### src/rtl/serial_adder.sv
// Multi-cycle adder/subtractor: processes STEP bits per clock with the ripple
// carry held in a register between slices, behind a start/busy/done handshake.
module serial_adder #(
    parameter int WIDTH = 8,
    parameter int STEP  = 1
) (
    input  logic             clk,
    input  logic             rst,
    input  logic             start,
    input  logic             sub,
    input  logic             cin,
    input  logic [WIDTH-1:0] a,
    input  logic [WIDTH-1:0] b,
    output logic             busy,
    output logic             done,
    output logic [WIDTH-1:0] sum,
    output logic             carry_out,
    output logic             overflow
);
    localparam int N     = WIDTH / STEP;
    localparam int CNT_W = (N > 1) ? $clog2(N) : 1;
    localparam logic [CNT_W-1:0] LAST = CNT_W'(N - 1);

    generate
        if (WIDTH < 2 || STEP < 1 || STEP > WIDTH || (WIDTH % STEP) != 0) begin : g_bad_params
            $error("serial_adder: WIDTH must be >= 2 and a multiple of STEP");
        end
    endgenerate

    typedef enum logic {
        S_IDLE,
        S_RUN
    } state_t;

    state_t           r_state;
    logic [WIDTH-1:0] r_a;
    logic [WIDTH-1:0] r_b;
    logic [WIDTH-1:0] r_part;
    logic             r_carry;
    logic [CNT_W-1:0] r_k;
    logic             r_busy;
    logic             r_done;
    logic [WIDTH-1:0] r_sum;
    logic             r_cout;
    logic             r_ovf;

    // w_c[gi] is the carry into bit gi of the current slice.
    logic [STEP:0]    w_c;
    logic [STEP-1:0]  w_s;
    logic [WIDTH-1:0] w_part_next;

    assign w_c[0] = r_carry;

    generate
        for (genvar gi = 0; gi < STEP; gi++) begin : g_slice
            assign w_s[gi]   = r_a[gi] ^ r_b[gi] ^ w_c[gi];
            assign w_c[gi+1] = (r_a[gi] & r_b[gi]) | (w_c[gi] & (r_a[gi] ^ r_b[gi]));
        end
    endgenerate

    // New slice bits enter at the MSB end so after N slices the result is aligned.
    assign w_part_next = (r_part >> STEP) | (WIDTH'(w_s) << (WIDTH - STEP));

    always_ff @(posedge clk) begin
        if (rst) begin
            r_state <= S_IDLE;
            r_a     <= '0;
            r_b     <= '0;
            r_part  <= '0;
            r_carry <= 1'b0;
            r_k     <= '0;
            r_busy  <= 1'b0;
            r_done  <= 1'b0;
            r_sum   <= '0;
            r_cout  <= 1'b0;
            r_ovf   <= 1'b0;
        end else begin
            r_done <= 1'b0;
            case (r_state)
                S_IDLE: begin
                    if (start) begin
                        r_a     <= a;
                        r_b     <= sub ? ~b : b;
                        r_carry <= sub | cin;
                        r_part  <= '0;
                        r_k     <= '0;
                        r_busy  <= 1'b1;
                        r_state <= S_RUN;
                    end
                end
                S_RUN: begin
                    r_a     <= r_a >> STEP;
                    r_b     <= r_b >> STEP;
                    r_part  <= w_part_next;
                    r_carry <= w_c[STEP];
                    r_k     <= r_k + 1'b1;
                    if (r_k == LAST) begin
                        // Last slice: its top-bit carry-in and carry-out give overflow.
                        r_sum   <= w_part_next;
                        r_cout  <= w_c[STEP];
                        r_ovf   <= w_c[STEP] ^ w_c[STEP-1];
                        r_busy  <= 1'b0;
                        r_done  <= 1'b1;
                        r_state <= S_IDLE;
                    end
                end
                default: r_state <= S_IDLE;
            endcase
        end
    end

    assign busy      = r_busy;
    assign done      = r_done;
    assign sum       = r_sum;
    assign carry_out = r_cout;
    assign overflow  = r_ovf;

endmodule
### config.mk
export PLATFORM = sky130hd
export DESIGN_NAME = serial_adder
export DESIGN_NICKNAME = d
export VERILOG_FILES = /design/src/rtl/serial_adder.sv
export SDC_FILE = /design/constraint.sdc
export NUM_CORES = 1
export LEC_CHECK = 0
export CORE_ASPECT_RATIO = 0.6
export CORE_MARGIN = 5
export CORE_UTILIZATION = 47
export DETAILED_ROUTE_END_ITERATION = 12
export PLACE_DENSITY = 0.73
export SYNTH_ARGS = -nofsm -noshare
export SYNTH_HDL_FRONTEND = slang
export SYNTH_SLANG_ARGS = --single-unit
### constraint.sdc
create_clock -name clk -period 1.3 [get_ports clk]
set_input_delay 0.13 -clock clk [delete_from_list [all_inputs] [get_ports clk]]
set_output_delay 0.13 -clock clk [all_outputs]
set_load 0.01 [all_outputs]
==> run_results.csv, run 1 <==
group,metric,value,unit
worst_setup_path,rr_worst_depth,5,
worst_setup_path,crit-reg2reg-launch,"r_k[0]$_SDFFE_PP0P_",
logic_synthesis,ys_ff_latch,40,
sta,hold_viol_final,0,
clock_network,cts_tree,"built",
worst_hold_path,worst_hold_path_type,"flip-flop to flip-flop",
placed_design,port_buffers,32,
logic_synthesis,synth-async-reset-ratio,0,%
routing,vias_per_cell,5.55,
worst_setup_path,r2r_slack,0.01,ns
clock_network,holdBufCountCts,0,
clock_network,clockBufferDepth,2,
logic_synthesis,syn_area_per_cell,9.77,um^2
logic_synthesis,synth_warnings,0,
sta,finalSetupViolCount,0,
floorplanning,die_h,58.7,um
worst_setup_path,path_cells,"ha_2 -> ha_4 -> buf_12 -> a21bo_2 -> a21oi_2",
logic_synthesis,synthTopCellsByCount,"dfxtp_1 (40), a21oi_1 (21), nand2_1 (17), or3b_1 (11), a21bo_2 (10)",
floorplanning,num_rows,17,
job,cap_violations,0,
layout,synthToLayoutAreaGrowth,33.2,%
pwr,power_density,1010,nW/um^2
clock_network,clockRootBuffer,"clkbuf_8",
worst_hold_path,holdPathStages,2,
status,status,"complete, no violations",
logic_synthesis,synth_top_cell_area_share,43.2,%
worst_setup_path,crit_path_end_kind,"flip-flop",
clock_network,clock_latency,0.28,ns
logic_synthesis,yosys-top-cells-area,"dfxtp_1 (43%), a21oi_1 (5.7%), a21bo_2 (5.4%)",
worst_setup_path,worst-setup-path-type,"flip-flop to flip-flop",
worst_setup_path,worstReg2RegEnd,"sum[6]$_SDFFE_PP0P_",
routing,vias,1537,
logic_synthesis,synth.most_common_cell,"dfxtp_1",
global_route,track_usage,15.9,%
floorplanning,initial_core_util,49.6,%
sta,drv_slew,0,
placed_design,post-place-cells,268,
placed_design,post-dp-hpwl,2.93,mm
layout,antenna_cells,0,
logic_synthesis,yosysSeqAreaShare,43.2,%
pwr,p_leak,0.990,nW
floorplanning,core,3740,um^2
routing,drt-pass1-iter-count,4,
worst_setup_path,cp-start-kind,"flip-flop",
global_route,grt_remaining_overflow,0,
logic_synthesis,yosysUniqueCellTypes,27,
routing,routedWlPerCell,15.5,um
worst_hold_path,hold_start,"r_part[4]$_SDFFE_PP0P_",
global_route,grt_pass1_wl,6.86,mm
clock_network,post-cts-setup-buffers,0,
layout,final_nets,254,
sta,worst_slew_pin_slew,0.335,ns
routing,drcViolationCount,0,
sta,tns,0,ns
pwr,peakVddDrop,0.600,mV
clock_network,cts.sinks,40,
placed_design,gp_congestion,0.717,
sta,max_freq,0.775,GHz
worst_setup_path,crit_start,"r_k[0]$_SDFFE_PP0P_",
sta,period_needed,1.29,ns
layout,fill_cells,289,
layout,drive_gt1_share,20.9,%
clock_network,cts_buffers,5,
global_route,antenna_found_initial,0,
logic_synthesis,syn_inst,190,
sta,relSlewSlack,77.4,%
global_route,grt_start_max_net_pins,27,
routing,ant_nets,0,
worst_setup_path,cpMaxStageDelayCell,"dfxtp_2",
global_route,grt_pass1_vias,1425,
clock_network,cts_htree_levels,2,
worst_setup_path,cp.arrival,1.50,ns
worst_setup_path,cp_max_fo,11,
logic_synthesis,synth-edff-count,0,
routing,routed_wl,4.29,mm
floorplanning,dieArea,5350,um^2
clock_network,cts.clk_slew.worst_paths,0.07,ns
worst_hold_path,hold_end,"r_part[3]$_SDFFE_PP0P_",
worst_setup_path,required,1.51,ns
floorplanning,die_w,91.1,um
layout,layout.cells.non_filler,277,
logic_synthesis,syn-num-nets,215,
floorplanning,pin_count,33,
logic_synthesis,synth_top_cell_by_area,"dfxtp_1",
logic_synthesis,synth_ff_type,"dfxtp_1",
sta,skew,0.00417,ns
sta,period_share,99.2,%
routing,drtIter0Drc,69,
logic_synthesis,synth_area,1860,um^2
worst_setup_path,cp_slowest_stage_delay,0.33,ns
[worst max-delay path: cells and delay by family, from the launching register on]
family	cells	cell delay (ns)
compound gates	2	0.35
buf+inv	1	0.14
fa+ha+maj	2	0.39
flops	1	0.33
[worst max-delay path by stage]
stage / endpoint / depth (start not counted) / slack [ns]
floorplan: carry_out$_SDFFE_PP0P_ / 5 / 0.05
global placement: r_b[3]$_SDFFE_PP0P_ / 4 / -0.11
detailed placement: r_b[0]$_SDFFE_PP0P_ / 4 / -0.20
CTS: overflow$_SDFFE_PP0P_ / 5 / 0.002
global route: r_carry$_SDFFE_PP0P_ / 3 / -0.06
finish: sum[6]$_SDFFE_PP0P_ / 5 / 0.01
[state kept, by name (all words and copies together) (netlist names), 3 cells and up]
name,cells
r_part,7
r_b,8
r_k,3
sum,8
r_a,8
[power by group]
part	switching (W)	internal [W]	total, W
combinational	0.000158	0.000192	0.000349
sequential	0.0000404	0.00128	0.00132
clock	0.000398	0.000433	0.000831
[cell families after synthesis]
family / synth area share, %
compound gates: 19.0
xor+xnor: 4.25
fa+ha+maj: 3.10
buf+inv: 6.41
flops: 43.2
mux: 4.32
simple gates: 19.8
[metrics by stage]
| stage | hold slack (ns) | worst slack [ns] | instance area [um^2] | util, % | power, W |
|---|---|---|---|---|---|
| finish | 0.474 | 0.0100 | 2470 | 66.0 | 0.00250 |
| global route | 0.502 | -0.0598 | 2470 | 66.0 | 0.00262 |
| CTS | 0.471 | 0.00216 | 2390 | 63.8 | 0.00251 |
| global placement | 0.451 | -0.112 | 2290 | 61.3 | 0.00167 |
| floorplan | 0.325 | 0.0453 | 1860 | - | 0.00154 |
| detailed placement | 0.465 | -0.197 | 2290 | 61.3 | 0.00168 |
[what timing repair did]
item,in CTS,in global routing
resized for setup,9,16
cloned,0,1
pin swaps,1,1
endpoints found under the setup margin,15,16
hold endpoints to repair,0,0
[cells in the final DEF, fill, tap and decap left out, drive strengths merged]
| master | netlist | final |
|---|---|---|
| a2111oi | 1 | 1 |
| a211oi | 8 | 8 |
| a21bo | 10 | 10 |
| a21oi | 21 | 21 |
| a311oi | 1 | 1 |
| buf | 12 | 18 |
| clkbuf | 7 | 9 |
| clkdlybuf4s50 | 0 | 22 |
| dfxtp | 40 | 40 |
| dlygate4sd2 | 0 | 5 |
| dlymetal6s2s | 0 | 5 |
| fa | 1 | 1 |
| ha | 3 | 3 |
| inv | 1 | 1 |
| mux2i | 8 | 8 |
| nand2 | 17 | 17 |
| nand2b | 2 | 2 |
| nand3 | 9 | 9 |
| nand3b | 1 | 1 |
| nor2 | 4 | 4 |
| nor2b | 7 | 7 |
| nor3 | 1 | 1 |
| nor3b | 1 | 1 |
| o221ai | 7 | 7 |
| o41ai | 1 | 1 |
| or3b | 11 | 11 |
| or4b | 7 | 7 |
| xnor2 | 9 | 9 |
[layout make-up]
cell class	instances	area, um^2	share of cell area [%]
Clock buffer	8	90.1	3.65
Inverter	1	3.75	0.152
Multi-Input combinational cell	130	985	39.8
Sequential cell	40	806	32.6
Tap cell	47	58.8	2.38
Timing Repair Buffer	51	528	21.4
[layer usage]
metal	vias up	track usage [%]	wire (um)
met5	-	0	0
met4	0	6.28	86
met3	11	4.98	172
met2	29	24.0	2010
met1	730	21.5	2020
li1	767	-	-
(Power assumes the default switching activity.)
==> run 2, diff against run 1 <==
--- a/config.mk
+++ b/config.mk
@@ -5,6 +5,7 @@
 export SDC_FILE = /design/constraint.sdc
 export NUM_CORES = 1
 export LEC_CHECK = 0
+export ABC_CLOCK_PERIOD_IN_PS = 1100
 export CORE_ASPECT_RATIO = 0.6
 export CORE_MARGIN = 5
 export CORE_UTILIZATION = 47
==> constraint.sdc (replaced) <==
create_clock -name clk -period 1.1 [get_ports clk]
set_input_delay 0.11 -clock clk [delete_from_list [all_inputs] [get_ports clk]]
set_output_delay 0.11 -clock clk [all_outputs]
set_load 0.01 [all_outputs]
==> run 2 against run 1 <==
The flow now finishes with violations (negative setup slack); non-clock buffer count increased by 14; via count increased by 6.9%; fmax increased by 6.0%; setup slack got worse by 0.13 ns.
==> run_results.csv, run 2 (synthesis results as in run 1) <==
group,metric,value,unit
layout,synthToLayoutAreaGrowth,46.8,%
placed_design,port_buffers,32,
clock_network,clockRootBuffer,"clkbuf_8",
floorplanning,dieArea,5350,um^2
routing,vias,1643,
placed_design,gp_congestion,0.715,
worst_setup_path,cp_max_fo,6,
worst_setup_path,rr_worst_depth,5,
sta,period_share,111,%
status,status,"finished, violations left",
global_route,track_usage,17.9,%
sta,worst_slew_pin_slew,0.278,ns
global_route,grt_remaining_overflow,0,
routing,vias_per_cell,5.65,
layout,final_area,2720,um^2
routing,routed_wl,4.96,mm
clock_network,cts_tree,"built",
pwr,power_density,1250,nW/um^2
pwr,p_total,0.00341,W
global_route,busiest_layer,"met2",
worst_setup_path,worst-setup-path-type,"flip-flop to flip-flop",
sta,max_freq,0.821,GHz
layout,layout_commonest_cell,"dfxtp_1",
routing,routedWlPerCell,17.0,um
sta,hold_viol_final,0,
status,violations,"negative setup slack",
clock_network,cts_htree_levels,2,
clock_network,cts.sinks,40,
floorplanning,core,3740,um^2
pwr,p_leak,1.06,nW
layout,drive_gt1_share,34.8,%
worst_setup_path,r2r_slack,-0.12,ns
worst_setup_path,cp.arrival,1.45,ns
layout,antenna_cells,0,
clock_network,holdBufCountCts,0,
clock_network,clockBufferDepth,2,
clock_network,clock_latency,0.30,ns
placed_design,post-dp-hpwl,3.02,mm
worst_hold_path,hold_start,"rst",
global_route,grt_start_max_net_pins,19,
sta,relSlewSlack,81.5,%
sta,skew,0.00964,ns
placed_design,placed_cell_area,2340,um^2
routing,drcViolationCount,0,
routing,ant_nets,0,
worst_setup_path,crit_path_end_kind,"flip-flop",
clock_network,cts_buffers,5,
global_route,use_met2,29.8,%
global_route,grt_pass1_wl,7.55,mm
worst_setup_path,worstReg2RegEnd,"sum[4]$_SDFFE_PP0P_",
floorplanning,num_rows,17,
global_route,antenna_found_initial,0,
routing,drtIter0Drc,49,
sta,drv_slew,0,
worst_setup_path,crit-reg2reg-launch,"r_k[0]$_SDFFE_PP0P_",
global_route,met3_usage,4.85,%
pwr,peakVddDrop,0.980,mV
sta,rsz0062_at_grt,"true",
worst_hold_path,hold_end,"r_b[7]$_SDFFE_PP0P_",
sta,finalSetupViolCount,24,
worst_setup_path,cp-start-kind,"flip-flop",
global_route,met1_usage,22.2,%
sta,whs,0.258,ns
floorplanning,die_w,91.1,um
sta,setup_slack,-0.117,ns
layout,layout_common_cells,"dfxtp_1 (35), buf_4 (21), clkdlybuf4s50_1 (18), nand2_1 (16), dlygate4sd2_1 (13)",
worst_hold_path,worst_hold_path_type,"primary input to flip-flop",
layout,final_nets,268,
sta,period_needed,1.22,ns
layout,utilization,72.8,%
floorplanning,initial_core_util,49.6,%
floorplanning,pin_count,33,
worst_setup_path,required,1.33,ns
clock_network,cts.clk_slew.worst_paths,0.08,ns
floorplanning,die_h,58.7,um
global_route,grt_pass1_vias,1583,
routing,drt-pass1-iter-count,4,
job,cap_violations,0,
worst_hold_path,holdPathStages,3,
[run 2: changes by cell type in the layout (fill, tap and decap cells not counted), moves of 4 or more]
cell / before / now
dlygate4sd2_1: 5 / 13
buf_4: 14 / 21
buf_6: 1 / 7
o221ai_1: 7 / 2
o221ai_2: 0 / 5
or4b_1: 7 / 2
or4b_4: 0 / 5
clkdlybuf4s50_1: 22 / 18
dlymetal6s2s_1: 5 / 1
[run 2: final cells by class]
cell class / instances / area [um^2]
timing repair buffer: 65 / 638
multi-input combinational: 130 / 1090
inverter: 1 / 3.75
tap: 47 / 58.8
fill: 257 / 1020
sequential: 40 / 810
clock buffer: 7 / 96.3
clock inverter: 1 / 30.0
[run 2: how the worst max path moves through the flow]
stage | from | to | slack (ns)
floorplan | r_b[0]$_SDFFE_PP0P_ | overflow$_SDFFE_PP0P_ | -0.03
global placement | start | r_b[6]$_SDFFE_PP0P_ | -0.33
detailed placement | start | r_b[5]$_SDFFE_PP0P_ | -0.37
CTS | r_k[0]$_SDFFE_PP0P_ | sum[3]$_SDFFE_PP0P_ | -0.09
global route | r_carry$_SDFFE_PP0P_ | sum[7]$_SDFFE_PP0P_ | -0.15
finish | r_k[0]$_SDFFE_PP0P_ | sum[4]$_SDFFE_PP0P_ | -0.12
[run 2: repair_timing]
action,4_1_cts,5_1_grt
setup endpoints to repair,47,38
setup buffers,7,2
cloned,0,1
resized for setup,37,20
endpoints found under the hold margin,0,0
pin swaps,19,17
[run 2: layer usage]
| metal | wire (um) | part of all wire (%) |
|---|---|---|
| met5 | 0 | 0 |
| met4 | 65 | 1.3 |
| met3 | 186 | 3.8 |
| met2 | 2480 | 50 |
| met1 | 2220 | 45 |
[run 2: report_power, final]
part	internal [W]	total, W	switching, W
combinational	0.000298	0.000533	0.000234
clock	0.000801	0.00132	0.000518
sequential	0.00151	0.00156	0.0000489
total	0.00261	0.00341	0.000802
[run 2: through the flow]
step	setup WS, ns	cells	TNS (ns)
6_report	-0.117	291	-1.49
5_1_grt	-0.150	291	-2.83
4_1_cts	-0.0936	288	-1.06
3_5_place_dp	-0.375	273	-8.54
3_3_place_gp	-0.328	273	-7.78
2_1_floorplan	-0.0347	190	-0.154
[run 2: worst max-delay path: stages, from the launching register on]
cell and delay (ns):
dfxtp_2 0.34, ha_4 0.17, ha_4 0.18, buf_6 0.14
a21bo_2 0.19, a21oi_1 0.13
==> run 3, diff against run 2 <==
--- a/config.mk
+++ b/config.mk
@@ -5,7 +5,7 @@
 export SDC_FILE = /design/constraint.sdc
 export NUM_CORES = 1
 export LEC_CHECK = 0
-export ABC_CLOCK_PERIOD_IN_PS = 1100
+export ABC_CLOCK_PERIOD_IN_PS = 1000
 export CORE_ASPECT_RATIO = 0.6
 export CORE_MARGIN = 5
 export CORE_UTILIZATION = 47
==> constraint.sdc (replaced) <==
create_clock -name clk -period 1 [get_ports clk]
set_input_delay 0.1 -clock clk [delete_from_list [all_inputs] [get_ports clk]]
set_output_delay 0.1 -clock clk [all_outputs]
set_load 0.01 [all_outputs]
==> run 3 against run 2 <==
The run still ends with negative setup slack left; routed wire length is 11% higher; via count decreased by 0.30%; count of clock-buffer cells in the layout up 1; fmax shrank 4.1%; cell count unchanged; critical path depth unchanged; critical path type unchanged; critical endpoint is now carry_out$_SDFFE_PP0P_; largest power group unchanged; highest routed layer unchanged.
==> run_results.csv, run 3 (synthesis results as in run 1) <==
group,metric,value,unit
status,status,"finished, violations left",
status,violations,"negative setup slack",
global_route,track_usage,19.7,%
layout,utilization,73.3,%
sta,max_freq,0.788,GHz
sta,drv_slew,0,
layout,final_area,2740,um^2
worst_setup_path,required,1.23,ns
routing,ant_nets,0,
sta,setup_slack,-0.269,ns
clock_network,clock_latency,0.30,ns
worst_setup_path,worstReg2RegEnd,"carry_out$_SDFFE_PP0P_",
worst_setup_path,cp-start-kind,"flip-flop",
clock_network,clockRootBuffer,"clkbuf_8",
clock_network,cts.clk_slew.worst_paths,0.08,ns
routing,met1_length,2.40,mm
pwr,p_leak,1.02,nW
clock_network,clockBufferDepth,2,
sta,relSlewSlack,70.7,%
global_route,grt_pass1_vias,1666,
placed_design,port_buffers,32,
sta,skew,0.00614,ns
floorplanning,die_w,91.1,um
routing,drtIter0Drc,93,
worst_hold_path,hold_end,"r_b[2]$_SDFFE_PP0P_",
layout,antenna_cells,0,
worst_hold_path,holdPathStages,3,
worst_setup_path,cp_max_fo,10,
floorplanning,initial_core_util,49.6,%
pwr,peakVddDrop,0.770,mV
pwr,power_density,1270,nW/um^2
worst_setup_path,cp.arrival,1.50,ns
global_route,grt_start_max_net_pins,36,
floorplanning,dieArea,5350,um^2
global_route,antenna_found_initial,0,
routing,wl_met3,351,um
layout,layout.area.seq,810,um^2
floorplanning,core,3740,um^2
global_route,grt_pass1_wl,8.32,mm
worst_setup_path,crit-reg2reg-launch,"r_k[1]$_SDFFE_PP0P_",
placed_design,placed_cell_area,2360,um^2
routing,wl_met2,2.61,mm
floorplanning,die_h,58.7,um
worst_setup_path,crit_path_end_kind,"flip-flop",
layout,synthToLayoutAreaGrowth,47.8,%
routing,drcViolationCount,0,
sta,hold_viol_final,0,
floorplanning,pin_count,33,
clock_network,cts_buffers,5,
sta,finalSetupViolCount,38,
worst_setup_path,rr_worst_depth,5,
clock_network,cts.sinks,40,
placed_design,post-dp-hpwl,3.06,mm
clock_network,cts_htree_levels,2,
sta,period_share,127,%
worst_setup_path,worst-setup-path-type,"flip-flop to flip-flop",
layout,layout_common_cells,"dfxtp_1 (35), clkdlybuf4s50_1 (17), nand2_1 (15)",
floorplanning,num_rows,17,
routing,vias_per_cell,5.63,
layout,layout_commonest_cell,"dfxtp_1",
worst_hold_path,worst_hold_path_type,"primary input to flip-flop",
layout,drive_gt1_share,40.2,%
sta,whs,0.341,ns
worst_setup_path,r2r_slack,-0.27,ns
layout,multi_input_area,1130,um^2
routing,drt-pass1-iter-count,4,
layout,fill_cells,249,
worst_hold_path,hold_start,"start",
layout,final_nets,268,
routing,routedWlPerCell,19.0,um
job,cap_violations,0,
sta,rsz0062_at_grt,"true",
routing,highest_layer,"met4",
routing,routed_wl,5.52,mm
routing,vias,1638,
sta,worst_slew_pin_slew,0.439,ns
clock_network,cts_tree,"built",
placed_design,gp_congestion,0.739,
global_route,grt_remaining_overflow,0,
sta,period_needed,1.27,ns
==> run 3: cell count changes in the layout (fill, tap and decap cells not counted), moves of 2 or more <==
| cell | change |
|---|---|
| buf_4 | -8 |
| buf_6 | +6 |
| clkbuf_1 | +2 |
| clkbuf_2 | +9 |
| clkdlybuf4s15_1 | +3 |
| dlygate4sd2_1 | -10 |
| nor2b_1 | -3 |
| nor2b_4 | +3 |
==> run 3: through the flow <==
| step | power (W) | std cells | TNS (ns) | setup WS, ns |
|---|---|---|---|---|
| floorplan | 0.00202 | 190 | -1.60 | -0.135 |
| global placement | 0.00218 | 270 | -10.98 | -0.405 |
| detailed placement | 0.00222 | 270 | -12.53 | -0.475 |
| CTS | 0.00341 | 289 | -5.02 | -0.218 |
| global route | 0.00363 | 291 | -7.08 | -0.293 |
| finish | 0.00348 | 291 | -5.41 | -0.269 |
==> run 3: worst max-delay path, stage by stage, from the launching register on <==
cell	delay [ns]
dfxtp_2	0.34
ha_4	0.18
ha_4	0.19
buf_12	0.14
a21bo_2	0.20
a21oi_1	0.15
==> run 3: layout make-up <==
cell class	count	area share (%)
Multi-Input combinational cell	130	41.4
Sequential cell	40	29.5
Timing Repair Buffer	65	23.5
Clock buffer	8	3.28
Tap cell	47	2.14
Inverter	1	0.137
==> run 3: how the worst max path moves through the flow <==
stage	start	end	slack, ns	depth (start not counted)
CTS	r_k[1]$_SDFFE_PP0P_	sum[0]$_SDFFE_PP0P_	-0.22	5
floorplan	r_b[0]$_SDFFE_PP0P_	overflow$_SDFFE_PP0P_	-0.13	3
detailed placement	start	r_b[7]$_SDFFE_PP0P_	-0.47	4
global route	r_k[1]$_SDFFE_PP0P_	carry_out$_SDFFE_PP0P_	-0.29	5
finish	r_k[1]$_SDFFE_PP0P_	carry_out$_SDFFE_PP0P_	-0.27	5
global placement	start	r_b[0]$_SDFFE_PP0P_	-0.40	4
==> run 3: timing repair <==
item                                    in CTS  in global routing
gates resized for setup                     57                 36
endpoints found under the setup margin      51                 51
pin swaps                                   25                 10
setup buffers                               11                  2
hold buffers                                 0                  0
cloned                                       1                  1
==> run 3: power by group <==
part           internal, W  switching, W
Clock             0.000563      0.000565
Sequential         0.00166     0.0000588
Combinational     0.000345      0.000282
Total              0.00257      0.000906
==> run 3: layer usage <==
metal / global-route usage, % / up-vias
met5: 0 / -
met4: 8.58 / 0
met3: 5.75 / 17
met2: 33.2 / 50
met1: 23.8 / 775
li1: - / 796
==> RTL edit: new RTL, settings of run 1 <==
Register the inputs `start`, `sub`, `cin`, `a` and `b` before use. The logic sees them one clock later.
--- a/src/rtl/serial_adder.sv
+++ b/src/rtl/serial_adder.sv
@@ -21,4 +21,18 @@
     localparam int CNT_W = (N > 1) ? $clog2(N) : 1;
     localparam logic [CNT_W-1:0] LAST = CNT_W'(N - 1);
+
+    logic start_q;
+    logic sub_q;
+    logic cin_q;
+    logic [WIDTH-1:0] a_q;
+    logic [WIDTH-1:0] b_q;
+
+    always_ff @(posedge clk) begin
+        start_q <= start;
+        sub_q   <= sub;
+        cin_q   <= cin;
+        a_q     <= a;
+        b_q     <= b;
+    end
 
     generate
@@ -79,8 +93,8 @@
             case (r_state)
                 S_IDLE: begin
-                    if (start) begin
-                        r_a     <= a;
-                        r_b     <= sub ? ~b : b;
-                        r_carry <= sub | cin;
+                    if (start_q) begin
+                        r_a     <= a_q;
+                        r_b     <= sub_q ? ~b_q : b_q;
+                        r_carry <= sub_q | cin_q;
                         r_part  <= '0;
                         r_k     <= '0;
Function: changed (a bounded check fails within 4 cycles, from zero or initial values and one cycle with rst high).
==> RTL edit against run 1 <==
  * Synthesized area up 20%
  * Cell area is 17% higher
  * Via count increased by 2.3%
  * Critical endpoint is now r_b[5]$_SDFFE_PP0P_
  * Clock power grew 95%
  * Total power rose by 56%
  * Cell count grew 14%
  * First-iteration DRC count shrank 19%
  * Wire length fell by 6.1%
  * Fmax is 3.9% higher
  * Core utilization down 3.0 points
  * Count of clock-buffer cells in the layout increased by 3
  * Worst setup slack gained 0.048 ns
  * Sequential cell count up 19
==> RTL edit: results (changes against run 1) <==
Status
  • Status: complete, no violations

Setup path
  • Largest stage delay, worst path: 0.52 ns (+0.19 ns)
  • Reg2Reg Launch Point: start_q$_DFF_P_
  • CP max stage cell: or4b_1
  • Crit-path leading delay family: simple AND/OR/NAND/NOR gates
  • Setup slack, reg-to-reg: 0.06 ns (+0.05 ns)
  • Reg2reg path depth: 3 (-2)
  • Crit path DAT: 1.49 ns
  • Crit path max fanout: 8 (-3)
  • Worst Path Class, Setup: flip-flop to flip-flop

Detailed routing
  • Routed wire per std cell: 12.71 um (-18%)
  • Vias: 1572 (+2.3%)
  • DR WL met2: 1674 um (-17%)
  • Met1 wire length: 2005 um (-0.50%)
  • Top Layer Used: met4
  • Drt initial violations: 56 (-19%)
  • Post-Route WL: 4028 um (-6.1%)
  • Met3 WL: 277 um (+61%)

Power and ir drop
  • Clock group: 1.62 mW (+95%)
  • Comb. pwr: 0.322 mW (-7.7%)
  • Tot Pwr: 3.889 mW (+56%)
  • Switch share: 22.74% (-1.1 points)
  • Leak Pwr: 1.120 nW (+13%)
  • VDD IR max: 0.0007756 V (+29%)

Min path
  • Worst Hold End: a_q[7]$_DFF_P_
  • HP Class: primary input to flip-flop
  • WHS Path Cells: 1 (-1)
  • Hold wc startpoint: a[7]

Yosys
  • Seq/Total Area, Yosys: 52.83% (+9.7 points)
  • Top cells by count, synth: dfxtp_1, a21oi_1, nand2_1
  • Top post-synthesis cells by area: dfxtp_1, a21oi_1, a21bo_2
  • Average instance area after synthesis: 10.70 um^2 (+9.5%)
  • Post-Syn Nets: 234 (+8.8%)

STA
  • Layout Skew: 0.005456 ns (+0.001287 ns)
  • Smallest hold slack: 0.2320 ns (-0.2417 ns)
  • Least-Margin Pin Slew: 0.3187 ns (-0.01599 ns)

Clock tree
  • Post-CTS resize count: 16 (+7)
  • CTS buffer count: 9 (+4)
  • Clock latency on the worst-skew pair: 0.34 ns (+0.06 ns)
  • Number of H-tree levels: 3 (+1)

Place
  • Pre-CTS WS: -0.1677 ns (+0.02976 ns)
  • DP HPWL: 2629 um (-10%)
  • Post-DP Area: 2666 um^2 (+16%)
  • Placed insts: 301 (+12%)

Global route
  • Global-route wire length before repair: 6472 um (-5.6%)
  • Vias in the first global route: 1403 (-1.5%)
  • Gr usage total: 13.50% (-2.5 points)
  • Met2 Use GR: 18.90% (-5.1 points)
  • Met3 Track Usage GR: 6.395% (+1.4 points)
  • Met1 track demand over resource: 17.10% (-4.4 points)

Cells and area
  • Share of layout cells above drive strength 1: 20.08% (-0.79 points)
  • Nets: 274 (+7.9%)
## RTL edit: cell count changes after synthesis, sizes merged
cell,run 1,this run
dfxtp,40,59
## RTL edit: area by class of cell
| type | count | area, um^2 |
|---|---|---|
| Clock buffer | 11 | 141.4 |
| Clock inverter | 5 | 52.55 |
| Fill cell | 386 | 1698 |
| Inverter | 1 | 3.754 |
| Multi-Input combinational cell | 130 | 972.2 |
| Sequential cell | 59 | 1184 |
| Tap cell | 63 | 78.83 |
| Timing Repair Buffer | 48 | 457.9 |
## RTL edit: cells by family (layout without fill, tap and decap cells)
| group | count (synthesis) | after routing | share of synthesized area, % |
|---|---|---|---|
| simple gates | 60 | 60 | 16.40 |
| buf+inv | 20 | 65 | 5.316 |
| mux | 8 | 8 | 3.582 |
| flops | 59 | 59 | 52.83 |
| compound gates | 49 | 49 | 15.78 |
| fa+ha+maj | 4 | 4 | 2.574 |
| xor+xnor | 9 | 9 | 3.526 |
